$ cat config.mk
export PLATFORM = sky130hd
export DESIGN_NAME = btn_press_encoder
export DESIGN_NICKNAME = d
export VERILOG_FILES = /design/src/rtl/btn_pkg.sv /design/src/rtl/btn_sync.sv /design/src/rtl/btn_press_encoder.sv
export SDC_FILE = /design/constraint.sdc
export NUM_CORES = 1
export LEC_CHECK = 0
export CORE_MARGIN = 2
export CORE_UTILIZATION = 47
export DETAILED_ROUTE_END_ITERATION = 7
export GPL_TIMING_DRIVEN = 0
export MAX_ROUTING_LAYER = met4
export PLACE_DENSITY_LB_ADDON = 0.05
export SKIP_CTS_REPAIR_TIMING = 1
export SLEW_MARGIN = 20
export SYNTH_ARGS = -nofsm -noshare
export SYNTH_HDL_FRONTEND = slang
export SYNTH_SLANG_ARGS = --single-unit
$ cat constraint.sdc
create_clock -name clk -period 1.4 [get_ports clk]
set_input_delay 0.28 -clock clk [delete_from_list [all_inputs] [get_ports clk]]
set_output_delay 0.28 -clock clk [all_outputs]
set_load 0.005 [all_outputs]
$ cat src/rtl/btn_pkg.sv
// Shared FSM state encoding, default sizing and one-hot helpers for btn_press_encoder.
package btn_pkg;

    localparam int NBTN_DEF       = 4;
    localparam int CODE_W_DEF     = 2;
    localparam int DEB_CYCLES_DEF = 4;
    localparam int DEB_W_DEF      = 3;

    // Helpers operate on a fixed-width vector; callers zero-extend their snapshot.
    localparam int BTN_MAX        = 32;

    typedef enum logic [1:0] {
        ST_IDLE     = 2'd0,
        ST_DEBOUNCE = 2'd1,
        ST_HELD     = 2'd2,
        ST_RELEASE  = 2'd3
    } btn_state_e;

    function automatic int onehot_to_idx(input logic [BTN_MAX-1:0] v);
        int idx;
        idx = 0;
        for (int i = 0; i < BTN_MAX; i++) begin
            if (v[i]) begin
                idx = i;
            end
        end
        return idx;
    endfunction

    function automatic logic is_onehot(input logic [BTN_MAX-1:0] v);
        return (v != '0) && ((v & (v - 32'd1)) == '0);
    endfunction

endpackage

$ cat src/rtl/btn_sync.sv
// NBTN-wide two-flop synchroniser for raw asynchronous button levels, cleared by R.
module btn_sync #(
    parameter int W = 4
) (
    input  logic         clk,
    input  logic         R,
    input  logic [W-1:0] btn_i,
    output logic [W-1:0] bsync_o
);

    logic [W-1:0] s1_q;
    logic [W-1:0] s2_q;

    always_ff @(posedge clk) begin
        if (R) begin
            s1_q <= '0;
            s2_q <= '0;
        end else begin
            s1_q <= btn_i;
            s2_q <= s1_q;
        end
    end

    assign bsync_o = s2_q;

endmodule

$ cat src/rtl/btn_press_encoder.sv
// Debounces synchronised player buttons and emits a one-cycle press strobe with the button code.
// Optional macro BTN_MULTI_ERR_EN enables the multi strobe for multi-button snapshots.
module btn_press_encoder
    import btn_pkg::*;
#(
    parameter int NBTN       = NBTN_DEF,
    parameter int CODE_W     = CODE_W_DEF,
    parameter int DEB_CYCLES = DEB_CYCLES_DEF,
    parameter int DEB_W      = DEB_W_DEF
) (
    input  logic              clk,
    input  logic              R,
    input  logic [NBTN-1:0]   btn,
    input  logic              en,
    output logic              press,
    output logic [CODE_W-1:0] code,
    output logic              multi,
    output logic              busy
);

    localparam logic [DEB_W-1:0] DEB_LAST = DEB_W'(DEB_CYCLES - 1);

    logic [NBTN-1:0]    bsync;
    btn_state_e         state_q;
    logic [DEB_W-1:0]   cnt_q;
    logic [NBTN-1:0]    snap_q;
    logic               press_q;
    logic               multi_q;
    logic [CODE_W-1:0]  code_q;

    logic [BTN_MAX-1:0] snap_ext;
    logic               snap_onehot;
    logic [CODE_W-1:0]  snap_idx;

    btn_sync #(
        .W (NBTN)
    ) u_sync (
        .clk     (clk),
        .R       (R),
        .btn_i   (btn),
        .bsync_o (bsync)
    );

    assign snap_ext    = BTN_MAX'(snap_q);
    assign snap_onehot = is_onehot(snap_ext);
    assign snap_idx    = CODE_W'(onehot_to_idx(snap_ext));

    // press/multi default low every cycle so each is exactly one cycle wide.
    always_ff @(posedge clk) begin
        if (R) begin
            state_q <= ST_IDLE;
            cnt_q   <= '0;
            snap_q  <= '0;
            press_q <= 1'b0;
            multi_q <= 1'b0;
            code_q  <= '0;
        end else begin
            press_q <= 1'b0;
            multi_q <= 1'b0;
            case (state_q)
                ST_IDLE: begin
                    if (en && (bsync != '0)) begin
                        snap_q  <= bsync;
                        cnt_q   <= '0;
                        state_q <= ST_DEBOUNCE;
                    end
                end
                ST_DEBOUNCE: begin
                    if (bsync != snap_q) begin
                        cnt_q   <= '0;
                        state_q <= ST_IDLE;
                    end else if (cnt_q == DEB_LAST) begin
                        cnt_q   <= '0;
                        state_q <= ST_HELD;
                        if (snap_onehot) begin
                            press_q <= 1'b1;
                            code_q  <= snap_idx;
                        end
`ifdef BTN_MULTI_ERR_EN
                        else begin
                            multi_q <= 1'b1;
                        end
`endif
                    end else begin
                        cnt_q <= cnt_q + 1'b1;
                    end
                end
                ST_HELD: begin
                    // Extra buttons joining an accepted press are deliberately ignored.
                    if (bsync == '0) begin
                        cnt_q   <= '0;
                        state_q <= ST_RELEASE;
                    end
                end
                ST_RELEASE: begin
                    if (bsync != '0) begin
                        cnt_q   <= '0;
                        state_q <= ST_HELD;
                    end else if (cnt_q == DEB_LAST) begin
                        cnt_q   <= '0;
                        state_q <= ST_IDLE;
                    end else begin
                        cnt_q <= cnt_q + 1'b1;
                    end
                end
                default: begin
                    cnt_q   <= '0;
                    state_q <= ST_IDLE;
                end
            endcase
        end
    end

    assign press = press_q;
    assign multi = multi_q;
    assign code  = code_q;
    assign busy  = (state_q != ST_IDLE);

endmodule

==> Word level (Yosys, flattened, before mapping) <==
Cells that the tools add are included.
{ "word_totals": {"output_inout_bits": 5, "wordCells": 52, "reg_bits": 20} }
{ "classes": {"addsub": 2, "n_eq_ne": 9, "n_mux": 17, "n_reduce_logical": 13, "bitwise": 4} }
{ "op_table": {"columns": ["operator", "count"], "rows": [
  ["4-bit by 32-bit bitwise AND with 32-bit output", 1],
  ["32-bit zero test", 1],
  ["32-bit nonzero test", 1],
  ["2-bit two-way mux", 8],
  ["3-bit two-way mux", 5],
  ["3-bit one-hot mux with 4 select lines", 1],
  ["2-bit one-hot mux with 4 select lines", 1],
  ["4-bit AND reduction", 2],
  ["3-bit != test (second input constant)", 2],
  ["4-bit by 1-bit subtractor with 5-bit output (second input constant)", 1],
  ["2-bit equality test (second input constant)", 2],
  ["4-bit zero test", 1],
  ["2-bit != test (second input constant)", 2],
  ["4-bit != test", 1],
  ["2-bit AND reduction", 2],
  ["4-bit nonzero test", 1],
  ["4-bit OR reduction", 1],
  ["3-bit by 1-bit adder with 3-bit output (second input constant)", 1],
  ["3-bit by 2-bit equality test with 1-bit output (second input constant)", 1],
  ["1-bit NOT", 3],
  ["2-bit by 1-bit equality test with 1-bit output (second input constant)", 1],
  ["1-bit logical AND", 2],
  ["2-bit zero test", 1],
  ["1-bit two-way mux", 2],
  ["2-bit nonzero test", 1]
]} }

==> Longest topological paths before layout <==
{ "depth": {"depth_word": 5, "mapped_depth": 5, "depth_no_buf": 5} }

==> By module <==
A second synthesis with hierarchy kept.
{ "hier_totals": {"cells_unflattened": 95, "area_unflattened_um2": 914.6} }
{ "by_module_without_submodules": {"columns": ["module", "area_per_inst_um2", "instances", "cells_per_inst"], "rows": [
  ["btn_press_encoder", 704.4, 1, 79],
  ["btn_sync", 210.2, 1, 16]
]} }

==> Worst setup path after synthesis <==
Ideal clock, no wire load.
{ "synth_timing": {"path_type": "register to register", "startpoint": "register snap_q[2]", "endpoint": "register code_q[0], in the netlist code[0]", "t_arrival_ps": 1247, "required_time_ps": 1305, "path_slack_ps": 58, "setup_time_ps": 95, "n_path_buf": 1, "synth_period_minus_slack_ps": 1342, "stages_incl_launch_ff": 6, "cell_sequence": "dfxtp_1 buf_6 xor2_1 nor3_4 o211ai_2 a221oi_1"} }
{ "synth_between": {"elab_chain_len": 5} }
{ "synth_rtl": {"columns": ["element", "line", "rtl"], "rows": [
  ["start: declaration", "btn_press_encoder.sv:26", "logic [NBTN-1:0] snap_q;"],
  ["start signal: assignment", "btn_press_encoder.sv:63", "snap_q <= bsync;"],
  ["4-bit by 1-bit subtractor with 5-bit output", "btn_pkg.sv:31", "return (v != '0) && ((v & (v - 32'd1)) == '0);"],
  ["4-bit by 32-bit bitwise AND with 32-bit output", "btn_pkg.sv:31", null],
  ["32-bit zero test", "btn_pkg.sv:31", null],
  ["1-bit logical AND", "btn_pkg.sv:31", null],
  ["4-bit AND reduction (no source line)", null, null],
  ["end signal: assignment", "btn_press_encoder.sv:77", "code_q <= snap_idx;"],
  ["end: declaration", "btn_press_encoder.sv:29", "logic [CODE_W-1:0] code_q;"]
]} }
Several ways; a longest one is shown, not always the timed one.
A chain may end at the register's enable or synchronous reset.

==> Worst setup path in the final report <==
{ "layout_timing": {"startpoint": "register state_q[1]", "endpoint": "register snap_q[1]"} }
{ "layout_between": {"elab_chain_len": 2} }
{ "layout_rtl": {"columns": ["element", "line", "rtl"], "rows": [
  ["start: declaration", "btn_press_encoder.sv:24", "btn_state_e state_q;"],
  ["start signal: assignment", "btn_press_encoder.sv:51", "state_q <= ST_IDLE;"],
  ["start signal: assignment", "btn_press_encoder.sv:65", "state_q <= ST_DEBOUNCE;"],
  ["start signal: assignment", "btn_press_encoder.sv:71", "state_q <= ST_IDLE;"],
  ["2-bit zero test", "btn_press_encoder.sv:60", "case (state_q)"],
  ["2-bit AND reduction (no source line)", null, null]
]} }
No other way between the ends.

==> results.toml <==
[setup_path]
critPathRequiredTime_ns = 1.61
worstPathCellList = "or2_1 > nor3b_2 > mux2i_1 > nor2_1"
worstSetupStartpointType = "flip-flop"
cp.arrival_ns = 1.65
critPathBufInv = 0
critical-path-top-delay-family = "simple AND/OR/NAND/NOR gates"
slowest_stage = "nor3b_2"
rr_endpoint = "snap_q[1]$_SDFFE_PP0P_"
rrSetupSlack_ns = -0.04
end_kind = "flip-flop"
critical-path-max-stage-delay_ns = 0.42
critical_path_class = "flip-flop to flip-flop"
crit-reg2reg-launch = "state_q[1]$_SDFFE_PP0P_"
reg2regPathDepth = 4
cp_max_fo = 7

[clock_tree]
clkLatencyLatePin_ns = 0.30
cts_max_path_buffers = 2
clock_sinks = 20
cts-root-buf = "clkbuf_4"
clk_pin_slew_ns = 0.12
cts_buffers = 3
cts-htree-levels = 1
cts_tree = "done"

[pwr]
seq_power_share_pct = 49.4
p_comb_share_pct = 11.7
p_int_uw = 949
leakagePower_uw = 0.000515
p_clk_share_pct = 38.9
switchingPower_uw = 268
powerDensity_mw_per_mm2 = 988
vdd_drop_max_mv = 0.612
swShare_pct = 22.0

[placement]
place_ws_ns = -0.398
dpl.hpwl_mm = 1.15
place_inst = 132
place_area_sq_mm = 0.00107
place.gp.congestion = 0.803
io_buffers = 10

[grt]
grt_max_degree = 13
grt_pass1_vias = 648
overflow = 0
antenna_found_initial = 0
grt_pass1_wl_mm = 2.84
grt_use_total_pct = 16.1

[route]
first_iter_violations = 6
wl_per_cell_microns = 12.7
drt_wl_total_mm = 1.76
ant_nets = 0
vias = 720
post-route-drc-count = 0
dr.pass1.iters = 4
via_per_inst = 5.18

[timing]
holdWs_ns = 0.443
fin_crit_sh_pct = 103
setup_violations = 9
final.min_clock_period_ns = 1.44
final_hold_viol_count = 0
setup_slack_ns = -0.0434
finalSetupTns_ns = -0.298
rsz0062_at_grt = "true"
fmax_mhz = 693
drv_slew = 0
clock_skew_ns = 0.00607

[hold_path]
min_path_type = "flip-flop to flip-flop"
worstHoldStart = "u_sync.s1_q[1]$_SDFF_PP0_"
min_path_cells = 1
min_to = "u_sync.bsync_o[1]$_SDFF_PP0_"

[run]
drv_cap = 0

[synth]
ys_warn_count = 0
synth_top_cell_by_area = "dfxtp_1"
synth_top_area_share_pct = 43.0
yosys_register_bits = 20
synth.distinct_cells = 33
syn_inst = 95
yosysMostFrequentCell = "dfxtp_1"
syn_avg_cell_area_sq_um = 9.81
synth-edff-count = 0
synth-seq-area-share_pct = 43.0
async_flop_share_pct = 0
ys_top_cells_by_area = "dfxtp_1 43%, nor2b_1 6.7%, xor2_1 4.7%"
syn-cell-area_sq_um = 932
ys.flop_type = "dfxtp_1"
synth_common_cells = "20 x dfxtp_1, 10 x nor2b_1, 7 x nor2_1"
synth_fp_nets = 103

[finish]
n_fill_cell = 171
seqCellArea_sq_um = 429
drive_above_1_share_pct = 33.0
n_antenna_cell = 0
fin_cells = 139
syn2layout_area_growth_pct = 32.1
stdcell_area_sq_mm = 0.00123
multi_input_area_sq_um = 532
final_nets = 121

[outcome]
violations = "setup timing"
outcome = "finished, violations left"

[floorplanning]
die_w_microns = 48.5
core-area_sq_mm = 0.00192
start_util_pct = 48.5
rows = 16
ios = 12
dieArea_sq_mm = 0.00236
chipHeight_microns = 48.5
[logic make-up after synthesis]
logic type               count (synthesis)  share of synthesized area (%)
AND/OR/NAND/NOR                         37                           27.0
flip-flops                              20                           43.0
AO/OA/AOI/OAI                           16                           12.1
buffers and inverters                    9                           5.37
XOR/XNOR                                 7                           6.58
multiplexers                             4                           4.30
adder cells (fa/ha/maj)                  1                           1.34
other                                    1                          0.402
[power groups by stage]
| stage | Clock (uW) | Combinational (uW) | Sequential (uW) |
|---|---|---|---|
| floorplan | 0 | 85.9 | 612 |
| finish | 473 | 142 | 601 |
| detailed placement | 0 | 123 | 616 |
| CTS | 483 | 124 | 603 |
| global route | 514 | 156 | 605 |
| global placement | 0 | 122 | 615 |
[through the flow]
step,power (uW),util (%)
after CTS,1210,58.2
after floorplan,698,-
after detailed placement,739,55.5
after global routing,1270,64.1
final,1220,64.1
after global placement,737,55.5
[per-layer routing]
metal | part of all wire (%) | global-route usage (%) | vias up
met5 | 0 | - | -
met4 | 1.8 | 8.57 | 0
met3 | 4.6 | 2.78 | 4
met2 | 53 | 27.8 | 23
met1 | 41 | 17.8 | 330
li1 | - | - | 363
[cell usage in the layout (no fill, tap or decap), types with 2 or more instances in the layout]
master,synthesis,final
a21oi_1,6,5
a32oi_1,2,2
buf_4,2,6
clkbuf_4,0,3
clkdlybuf4s50_1,0,7
dfxtp_1,20,9
dfxtp_2,0,5
dfxtp_4,0,6
dlymetal6s2s_1,0,3
inv_1,3,3
mux2i_1,4,4
nand2_1,2,2
nand3_1,3,3
nand3b_1,3,3
nor2_1,7,6
nor2b_1,10,10
nor3_1,2,2
nor3_4,2,2
o21ai_0,3,2
xnor2_1,2,2
xor2_1,5,3
xor2_2,0,2
[area by class of cell]
type | instances | share of cell area [%]
Multi-Input combinational cell | 66 | 43.2
Sequential cell | 20 | 34.9
Timing Repair Buffer | 15 | 11.8
Tap cell | 27 | 2.74
Clock inverter | 1 | 2.44
Buffer | 4 | 2.24
Clock buffer | 3 | 1.83
Inverter | 3 | 0.915
[registers in the layout, indices dropped and copies added (netlist names)]
register	flops
cnt_q	3
u_sync.s1_q	4
state_q	2
u_sync.bsync_o	4
press	1
snap_q	4
code	2
[worst max path at each step]
stage	startpoint	endpoint	slack, ns	cells past startpoint
floorplan	snap_q[2]$_SDFFE_PP0P_	code[0]$_SDFFE_PP0P_	0.06	5
global placement	R	code[0]$_SDFFE_PP0P_	-0.38	4
detailed placement	R	code[0]$_SDFFE_PP0P_	-0.40	4
CTS	state_q[1]$_SDFFE_PP0P_	busy	-0.36	2
global route	cnt_q[0]$_SDFFE_PP0P_	code[1]$_SDFFE_PP0P_	-0.13	5
finish	state_q[1]$_SDFFE_PP0P_	snap_q[1]$_SDFFE_PP0P_	-0.04	4
Note: power is estimated with default switching activity, not from simulation.
